[src/rtl/countdown_timer.sv]
// MM:SS BCD countdown timer: per-digit load, 1 Hz decrement with BCD borrow,
// and an expiry flag plus blinking alarm when the value reaches 00:00.

module countdown_digit #(
    parameter logic [3:0] LIMIT = 4'd9
) (
    input  logic       clk,
    input  logic       rst,
    input  logic       clr,
    input  logic       wr,
    input  logic [3:0] wr_val,
    input  logic       dec,
    output logic [3:0] digit
);
    always_ff @(posedge clk or negedge rst) begin
        if (!rst)
            digit <= 4'd0;
        else if (clr)
            digit <= 4'd0;
        else if (wr)
            digit <= (wr_val > LIMIT) ? LIMIT : wr_val;
        else if (dec)
            digit <= (digit == 4'd0) ? LIMIT : digit - 4'd1;
    end
endmodule

module countdown_timer #(
    parameter int ALARM_TICKS = 10
) (
    input  logic       clk,
    input  logic       rst,
    input  logic       tick,
    input  logic       start,
    input  logic       clear,
    input  logic       set_en,
    input  logic [1:0] sel,
    input  logic [3:0] num,
    output logic [3:0] min_l,
    output logic [3:0] min_r,
    output logic [3:0] sec_l,
    output logic [3:0] sec_r,
    output logic       running,
    output logic       done,
    output logic       alarm
);
    localparam int NUM_DIGITS = 4;
    localparam logic [7:0] ALARM_LIM = 8'(ALARM_TICKS);
    // Index 0 is sec_r, index 3 is min_l; the borrow ripples upward.
    localparam logic [NUM_DIGITS-1:0][3:0] LIMITS = {4'd9, 4'd9, 4'd5, 4'd9};

    typedef enum logic [1:0] {IDLE, RUN, PAUSE, EXPIRED} state_t;

    state_t state_q, state_d;
    logic [NUM_DIGITS-1:0][3:0] dig;
    logic [NUM_DIGITS-1:0]      dec_in;
    logic [NUM_DIGITS-1:0]      wr_sel;
    logic [1:0]                 wr_idx;
    logic dig_clr, dig_wr, dig_dec;
    logic [7:0] acnt_q, acnt_d;
    logic alarm_q, alarm_d;
    logic running_q, done_q;
    logic is_zero, at_one;

    assign wr_idx  = 2'd3 - sel;
    assign is_zero = (dig == '0);
    assign at_one  = (dig == {4'd0, 4'd0, 4'd0, 4'd1});
    assign dec_in[0] = dig_dec;

    genvar i;
    generate
        for (i = 0; i < NUM_DIGITS; i++) begin : g_dig
            if (i > 0) begin : g_borrow
                assign dec_in[i] = dec_in[i-1] && (dig[i-1] == 4'd0);
            end
            assign wr_sel[i] = dig_wr && (wr_idx == 2'(i));
            countdown_digit #(.LIMIT(LIMITS[i])) u_digit (
                .clk    (clk),
                .rst    (rst),
                .clr    (dig_clr),
                .wr     (wr_sel[i]),
                .wr_val (num),
                .dec    (dec_in[i]),
                .digit  (dig[i])
            );
        end
    endgenerate

    always_comb begin
        state_d = state_q;
        dig_clr = 1'b0;
        dig_wr  = 1'b0;
        dig_dec = 1'b0;
        acnt_d  = acnt_q;
        alarm_d = alarm_q;
        if (clear) begin
            state_d = IDLE;
            dig_clr = 1'b1;
            acnt_d  = 8'd0;
            alarm_d = 1'b0;
        end else begin
            case (state_q)
                IDLE: begin
                    if (start) begin
                        if (!is_zero)
                            state_d = RUN;
                    end else if (set_en) begin
                        dig_wr = 1'b1;
                    end
                end
                RUN: begin
                    if (start) begin
                        state_d = PAUSE;
                    end else if (tick) begin
                        dig_dec = 1'b1;
                        // Only 00:01 can decrement into 00:00.
                        if (at_one) begin
                            state_d = EXPIRED;
                            acnt_d  = 8'd0;
                            alarm_d = 1'b1;
                        end
                    end
                end
                PAUSE: begin
                    if (start)
                        state_d = RUN;
                end
                EXPIRED: begin
                    if (start) begin
                        state_d = IDLE;
                        dig_clr = 1'b1;
                        acnt_d  = 8'd0;
                        alarm_d = 1'b0;
                    end else if (tick && acnt_q < ALARM_LIM) begin
                        acnt_d  = acnt_q + 8'd1;
                        alarm_d = (acnt_q + 8'd1 == ALARM_LIM) ? 1'b0 : ~alarm_q;
                    end
                end
                default: state_d = IDLE;
            endcase
        end
    end

    always_ff @(posedge clk or negedge rst) begin
        if (!rst) begin
            state_q   <= IDLE;
            acnt_q    <= 8'd0;
            alarm_q   <= 1'b0;
            running_q <= 1'b0;
            done_q    <= 1'b0;
        end else begin
            state_q   <= state_d;
            acnt_q    <= acnt_d;
            alarm_q   <= alarm_d;
            running_q <= (state_d == RUN);
            done_q    <= (state_d == EXPIRED);
        end
    end

    assign min_l   = dig[3];
    assign min_r   = dig[2];
    assign sec_l   = dig[1];
    assign sec_r   = dig[0];
    assign running = running_q;
    assign done    = done_q;
    assign alarm   = alarm_q;
endmodule

[config.mk]
export PLATFORM = sky130hd
export DESIGN_NAME = countdown_timer
export DESIGN_NICKNAME = d
export VERILOG_FILES = /design/src/rtl/countdown_timer.sv
export SDC_FILE = /design/constraint.sdc
export NUM_CORES = 1
export LEC_CHECK = 0
export ABC_AREA = 1
export BUFFER_PORTS_ARGS = -buffer_cell sky130_fd_sc_hd__buf_4
export CORE_MARGIN = 4
export CORE_UTILIZATION = 62
export DETAILED_ROUTE_END_ITERATION = 7
export GPL_TIMING_DRIVEN = 0
export PLACE_DENSITY = 0.86
export SYNTH_ARGS = -nofsm -noshare
export SYNTH_HDL_FRONTEND = slang
export SYNTH_HIERARCHICAL = 1
export SYNTH_SLANG_ARGS = --single-unit
[constraint.sdc]
create_clock -name clk -period 4.2 [get_ports clk]
set_input_delay 0.63 -clock clk [delete_from_list [all_inputs] [get_ports clk]]
set_output_delay 0.63 -clock clk [all_outputs]
set_load 0.01 [all_outputs]
==> results.cfg, run 1 <==
[cells_and_area]
drive_gt1_share_pct = 19.0
final_common_cell = nand2_1
n_antenna_cell = 0
nFillCells = 286
final_nets = 398
area_delta_synth_final_pct = 16.0
layout_common_cells = nand2_1, inv_1, nor2_1
fin_util_pct = 75.4

[die]
dieArea_um2 = 4570
die_y_um = 67.6
start_util_pct = 65.0
die_x_um = 67.6
io_pins = 31
std_cell_rows = 21
coreArea_um2 = 3390

[sta]
whs_ps = 203
rsz0062_at_grt = no
tightest_slew_ps = 873
clock_skew_ps = 15.6
slew_viol_final = 0
fin_ws_ps = 1990
min_period_over_period_pct = 52.7
fmax_mhz = 452
setup_violations = 0
hold_viol = 0
tns_ps = 0
finalCriticalPeriod_ps = 2210
relSlewSlack_pct = 41.3

[clock_network]
cts_setup_buffers = 0
cts_tree = built
clk_latency_ps = 340
cts_resized = 0
htree_num_levels = 2
cts_made_buffers = 5
cts.hold.buffers_added = 0
cts.sinks = 29
clockBufferDepth = 2
clkTransAtPathRegs_ps = 110
cts-root-buf = clkbuf_4

[power_and_ir_drop]
ir_drop_mv = 0.403
power.density_nw_per_um2 = 348
fin_total_pwr_uw = 889
p_leak_nw = 1.37

[grt]
grt_util_all_layers_pct = 25.0
grt-ovfl-total = 0
grt_pass1_wl_um = 8680
grt_pass1_vias = 2049
antenna_found_initial = 0
grt_max_degree = 30

[setup_path]
crit_path_start_kind = primary input
required_ps = 4440
critPathMaxFanout = 7
worstPathArrival_ps = 2450
end_kind = register
timing_worst_setup_path_type = in -> reg

[yosys]
synth_cells = 340
synth_nets = 361
yosysSeqAreaShare_pct = 32.9
ys_types = 23
syn_avg_cell_area_um2 = 6.48
ys_warn_count = 6
netlist_area_um2 = 2200
ys_ff_latch = 29

[drt]
ant_nets = 0
initialDrtViolationCount = 104
vias_per_cell = 5.20
drc = 0
vias = 2203
wl_per_cell_um = 11.5
firstDrtPassIters = 4
drt-total-wl_um = 4890

[placed_design]
place_worst_setup_slack_ps = 1710
dp_hpwl_um = 3680
port_buffers = 30
place.gp.congestion = 0.842

[run]
maxCapViolations = 0

[hold_path]
hold_path_class = in -> async

[status]
status = finished, final reports clean
## synthesized netlist by cell type, drive strengths merged
cell | n | area, um^2
dfrtp | 29 | 726
inv | 51 | 191
o21bai | 3 | 33.8
nand3 | 26 | 145
a21oi | 18 | 105
o21ai | 14 | 85.1
ha | 9 | 113
nand2 | 116 | 445
and3 | 1 | 7.51
buf | 1 | 11.3
nor3 | 10 | 65.1
nor2 | 57 | 244
nand4 | 5 | 31.3
## stage by stage
stage / instance area, um^2 / cells
after detailed placement: 2490 / 416
final: 2560 / 424
after global placement: 2490 / 416
after global routing: 2560 / 424
after floorplan: 2200 / 340
after CTS: 2560 / 424
## path summary, 6_finish.rpt
path                            startpoint                   endpoint  cells after the start  slack (ps)
worst max register to register  state_q[1]  g_dig[3].u_digit/digit[2]                      8        2120
max in group asynchronous              rst  g_dig[1].u_digit/digit[0]                      1        3700
min in group clk                     clear                 state_q[1]                      2         480
worst min register to register   acnt_q[7]                  acnt_q[7]                      2         570
worst max-delay path                 start  g_dig[3].u_digit/digit[2]                     11        1990
worst min-delay path                   rst                      alarm                      1         200
## state kept, by name, indices dropped and copies added, names as in the netlist
name / cells
alarm: 1
running: 1
acnt_q: 8
g_dig.u_digit/digit: 16
done: 1
state_q: 2
## per-layer routing
metal  global-route usage [%]  up-vias  part of all wire [%]
met5                        0        -                     0
met1                     30.3     1010                    44
met2                     43.7       50                    50
met4                     8.61        0                   1.5
li1                         -     1136                     -
met3                     5.16        7                   4.6
## where the power goes
part           switching [mW]  total, mW  internal, mW
combinational           0.199      0.333         0.134
sequential             0.0432      0.355         0.312
clock                   0.104      0.201        0.0970
total                   0.346      0.889         0.543
## worst max-delay path, cell delays in order
cell and delay (ps):
buf_4 110, inv_1 120, nand2_2 130, inv_1 90
nand3_1 140, nor3_1 710, inv_1 190, a21oi_1 160
nor2_1 50, nand2_1 60, nand2_1 50
## final cells by class
class	count	area, um^2	share of cell area [%]
clock buffers	7	65.1	2.55
multi-input cells	259	1270	49.9
inverters	51	191	7.49
plain buffers	1	11.3	0.441
well taps	46	57.6	2.25
clock inverters	1	5.00	0.196
flip-flops and latches	29	726	28.4
repair buffers	30	225	8.81
## logic make-up after synthesis
group           after synthesis  share of synthesized area (%)
compound gates               35                           10.2
fa+ha+maj                     9                           5.11
buf+inv                      52                           9.20
flops                        29                           32.9
simple gates                215                           42.6
Power figures use the tool's default switching activity.
==> run 2, diff against run 1 <==
--- a/config.mk
+++ b/config.mk
@@ -5,13 +5,13 @@
 export SDC_FILE = /design/constraint.sdc
 export NUM_CORES = 1
 export LEC_CHECK = 0
-export ABC_AREA = 1
+export ABC_AREA = 0
 export BUFFER_PORTS_ARGS = -buffer_cell sky130_fd_sc_hd__buf_4
 export CORE_MARGIN = 4
-export CORE_UTILIZATION = 62
+export CORE_UTILIZATION = 52
 export DETAILED_ROUTE_END_ITERATION = 7
 export GPL_TIMING_DRIVEN = 0
-export PLACE_DENSITY = 0.86
+export PLACE_DENSITY = 0.78
 export SYNTH_ARGS = -nofsm -noshare
 export SYNTH_HDL_FRONTEND = slang
 export SYNTH_HIERARCHICAL = 1
==> constraint.sdc (replaced) <==
create_clock -name clk -period 1.95 [get_ports clk]
set_input_delay 0.2925 -clock clk [delete_from_list [all_inputs] [get_ports clk]]
set_output_delay 0.2925 -clock clk [all_outputs]
set_load 0.01 [all_outputs]
==> results.cfg, run 2 <==
[status]
status = finished with violations
violations = negative setup slack

[drt]
ant_nets = 0
initialDrtViolationCount = 100
wl_per_cell_um = 16.3
drc = 0
firstDrtPassIters = 4
vias = 2019
vias_per_cell = 6.04
drt-total-wl_um = 5450

[cells_and_area]
top_regs = g_dig.u_digit/digit (16), acnt_q (8), state_q (2)
layout_common_cells = buf_4, inv_1, dfrtp_1
final_common_cell = buf_4
largest_reg_flops = 16
final_nets = 306
multi_input_area_um2 = 1340
nFillCells = 284
largest-register = g_dig.u_digit/digit
n_antenna_cell = 0
drive_gt1_share_pct = 36.7
seq_area_um2 = 741
area_delta_synth_final_pct = 29.7

[sta]
rsz0062_at_grt = yes
whs_ps = 211
tns_ps = -20.5
tightest_slew_ps = 404
finalCriticalPeriod_ps = 1970
relSlewSlack_pct = 73.0
fin_ws_ps = -18.1
hold_viol = 0
min_period_over_period_pct = 101
setup_violations = 2
clock_skew_ps = 10.6
fmax_mhz = 508
slew_viol_final = 0

[hold_path]
hold_path_depth = 2
hold_path_class = in -> reg

[clock_network]
cts-root-buf = clkbuf_8
cts.sinks = 29
clkTransAtPathRegs_ps = 70
clockBufferDepth = 2
cts_tree = built
clk_latency_ps = 290
htree_num_levels = 2
cts_made_buffers = 5

[power_and_ir_drop]
p_leak_nw = 1.17
switchingPower_uw = 586
internal_power_mw = 1.21
ir_drop_mv = 0.334
pwr-share-clk_pct = 27.3
p_comb_share_pct = 33.4
switching_share_pct = 32.7
p_seq_share_pct = 39.3
power.density_nw_per_um2 = 649

[grt]
grt-ovfl-total = 0
grt_util_all_layers_pct = 22.0
grt_pass1_vias = 2067
grt_max_degree = 30
grt_pass1_wl_um = 9320
antenna_found_initial = 0

[yosys]
synth_cells = 229
synth_top_area_share_pct = 34.1
async_reset_ff_share_pct = 100
yosysSeqAreaShare_pct = 34.1
synth_nets = 250
synthFlopType = dfrtp_1
ys_warn_count = 6
syn_avg_cell_area_um2 = 9.29
yosys.area.top_type = dfrtp_1
ys_ff_latch = 29
ys_types = 54
synth_most_common_cell = dfrtp_1
synthTopCellsByArea = dfrtp_1, ha_1, a21oi_1, inv_1, buf_6
netlist_area_um2 = 2130
synth_edf_count = 0
synthTopCellsByCount = dfrtp_1, inv_1, a21oi_1, nand2_1, nor2_1

[setup_path]
crit_path_start_kind = register
reg2reg_from = g_dig[1].u_digit/digit[2]
critPathSlowestCell = dfrtp_2
reg2reg_to = acnt_q[1]
r2r_slack_ps = -20
crit_cells = 6
path_delay_family = simple AND/OR/NAND/NOR gates
critPathMaxFanout = 8
crit_path_end = acnt_q[1]
crit_path_max_incr_delay_ps = 450
end_kind = register
startpoint = g_dig[1].u_digit/digit[2]
rr_worst_depth = 6
worstPathArrival_ps = 2140
required_ps = 2130
worst-path-buf-inv = 1
crit_chain = nor4_4 > and4_1 > nor3_1 > or3b_1 > buf_6 > mux2_4
timing_worst_setup_path_type = reg -> reg

[die]
coreArea_um2 = 3800
dieArea_um2 = 5180
std_cell_rows = 22
die_y_um = 72.0
io_pins = 31
start_util_pct = 56.0
die_x_um = 72.0

[run]
maxCapViolations = 0

[placed_design]
port_buffers = 29
dp_hpwl_um = 3490
place.gp.congestion = 0.859
-- run 2: changes by cell type in the layout (fill, tap and decap cells not counted), sizes merged, moves of 6 or more --
| cell | delta |
|---|---|
| nand2b | +7 |
| nor4b | +6 |
| nor4 | +6 |
| inv | -29 |
| buf | +24 |
| nor3b | +7 |
| nor2 | -42 |
| nand3 | -23 |
| o21ai | -12 |
| nand2 | -101 |
-- run 2: final cells by class --
class | count | share of cell area, %
Tap cell | 48 | 2.17
Clock buffer | 5 | 2.49
Sequential cell | 29 | 26.8
Buffer | 8 | 3.04
Multi-Input combinational cell | 170 | 48.4
Clock inverter | 3 | 0.634
Inverter | 22 | 2.99
Timing Repair Buffer | 49 | 13.4
-- run 2: worst reg2reg max path: stages, from the launching register on --
cell,delay [ps]
dfrtp_2,450
nor4_4,310
and4_1,260
nor3_1,50
or3b_1,360
buf_6,150
mux2_4,290
-- run 2: layer usage --
layer  GRT usage, %  share of wire (%)  vias to the layer above
met5              0                  0                        -
met4           9.19                1.6                        0
met3           4.02                5.7                       14
met2           37.2                 49                       65
met1           27.6                 43                      967
li1               -                  -                      973
-- run 2: cell families after synthesis --
kind of cell,Yosys count,share of synthesized area [%]
AO/OA/AOI/OAI,59,20.4
XOR/XNOR,1,0.412
adder cells (fa/ha/maj),9,5.29
buffers and inverters,30,7.88
flip-flops,29,34.1
multiplexers,2,1.18
AND/OR/NAND/NOR,99,30.7
-- run 2: through the flow --
step	util (%)	instances	cell area, um^2	worst slack [ps]	total power [mW]
after floorplan	-	229	2150	-25.2	1.01
after global placement	63.9	306	2430	-278	1.16
after detailed placement	63.9	306	2430	-279	1.17
after CTS	70.3	327	2670	7.97	1.74
after global routing	72.7	334	2760	-102	1.90
final	72.7	334	2760	-18.1	1.79
-- run 2: power groups by stage --
stage | Clock (mW) | Sequential (mW) | Combinational, mW
4_1_cts | 0.503 | 0.705 | 0.537
5_1_grt | 0.528 | 0.710 | 0.661
6_report | 0.489 | 0.704 | 0.599
3_3_place_gp | 0 | 0.718 | 0.443
2_1_floorplan | 0 | 0.721 | 0.288
3_5_place_dp | 0 | 0.718 | 0.451
-- run 2: timing repair --
item                       CTS  global route
hold endpoints to repair    29             0
hold buffers                 1             0
setup buffers               12             7
gates cloned                 0             0
setup endpoints to repair   11            11
gates resized for setup     17            10
pin swaps                    4             2
-- run 2: worst min-delay path by stage --
stage           from         end  slack, ps
2_1_floorplan    rst   acnt_q[0]         -3
3_3_place_gp     rst   acnt_q[5]        240
3_5_place_dp     rst   acnt_q[2]        240
4_1_cts        clear  state_q[0]        200
5_1_grt        clear  state_q[0]        220
6_report       clear     running        210
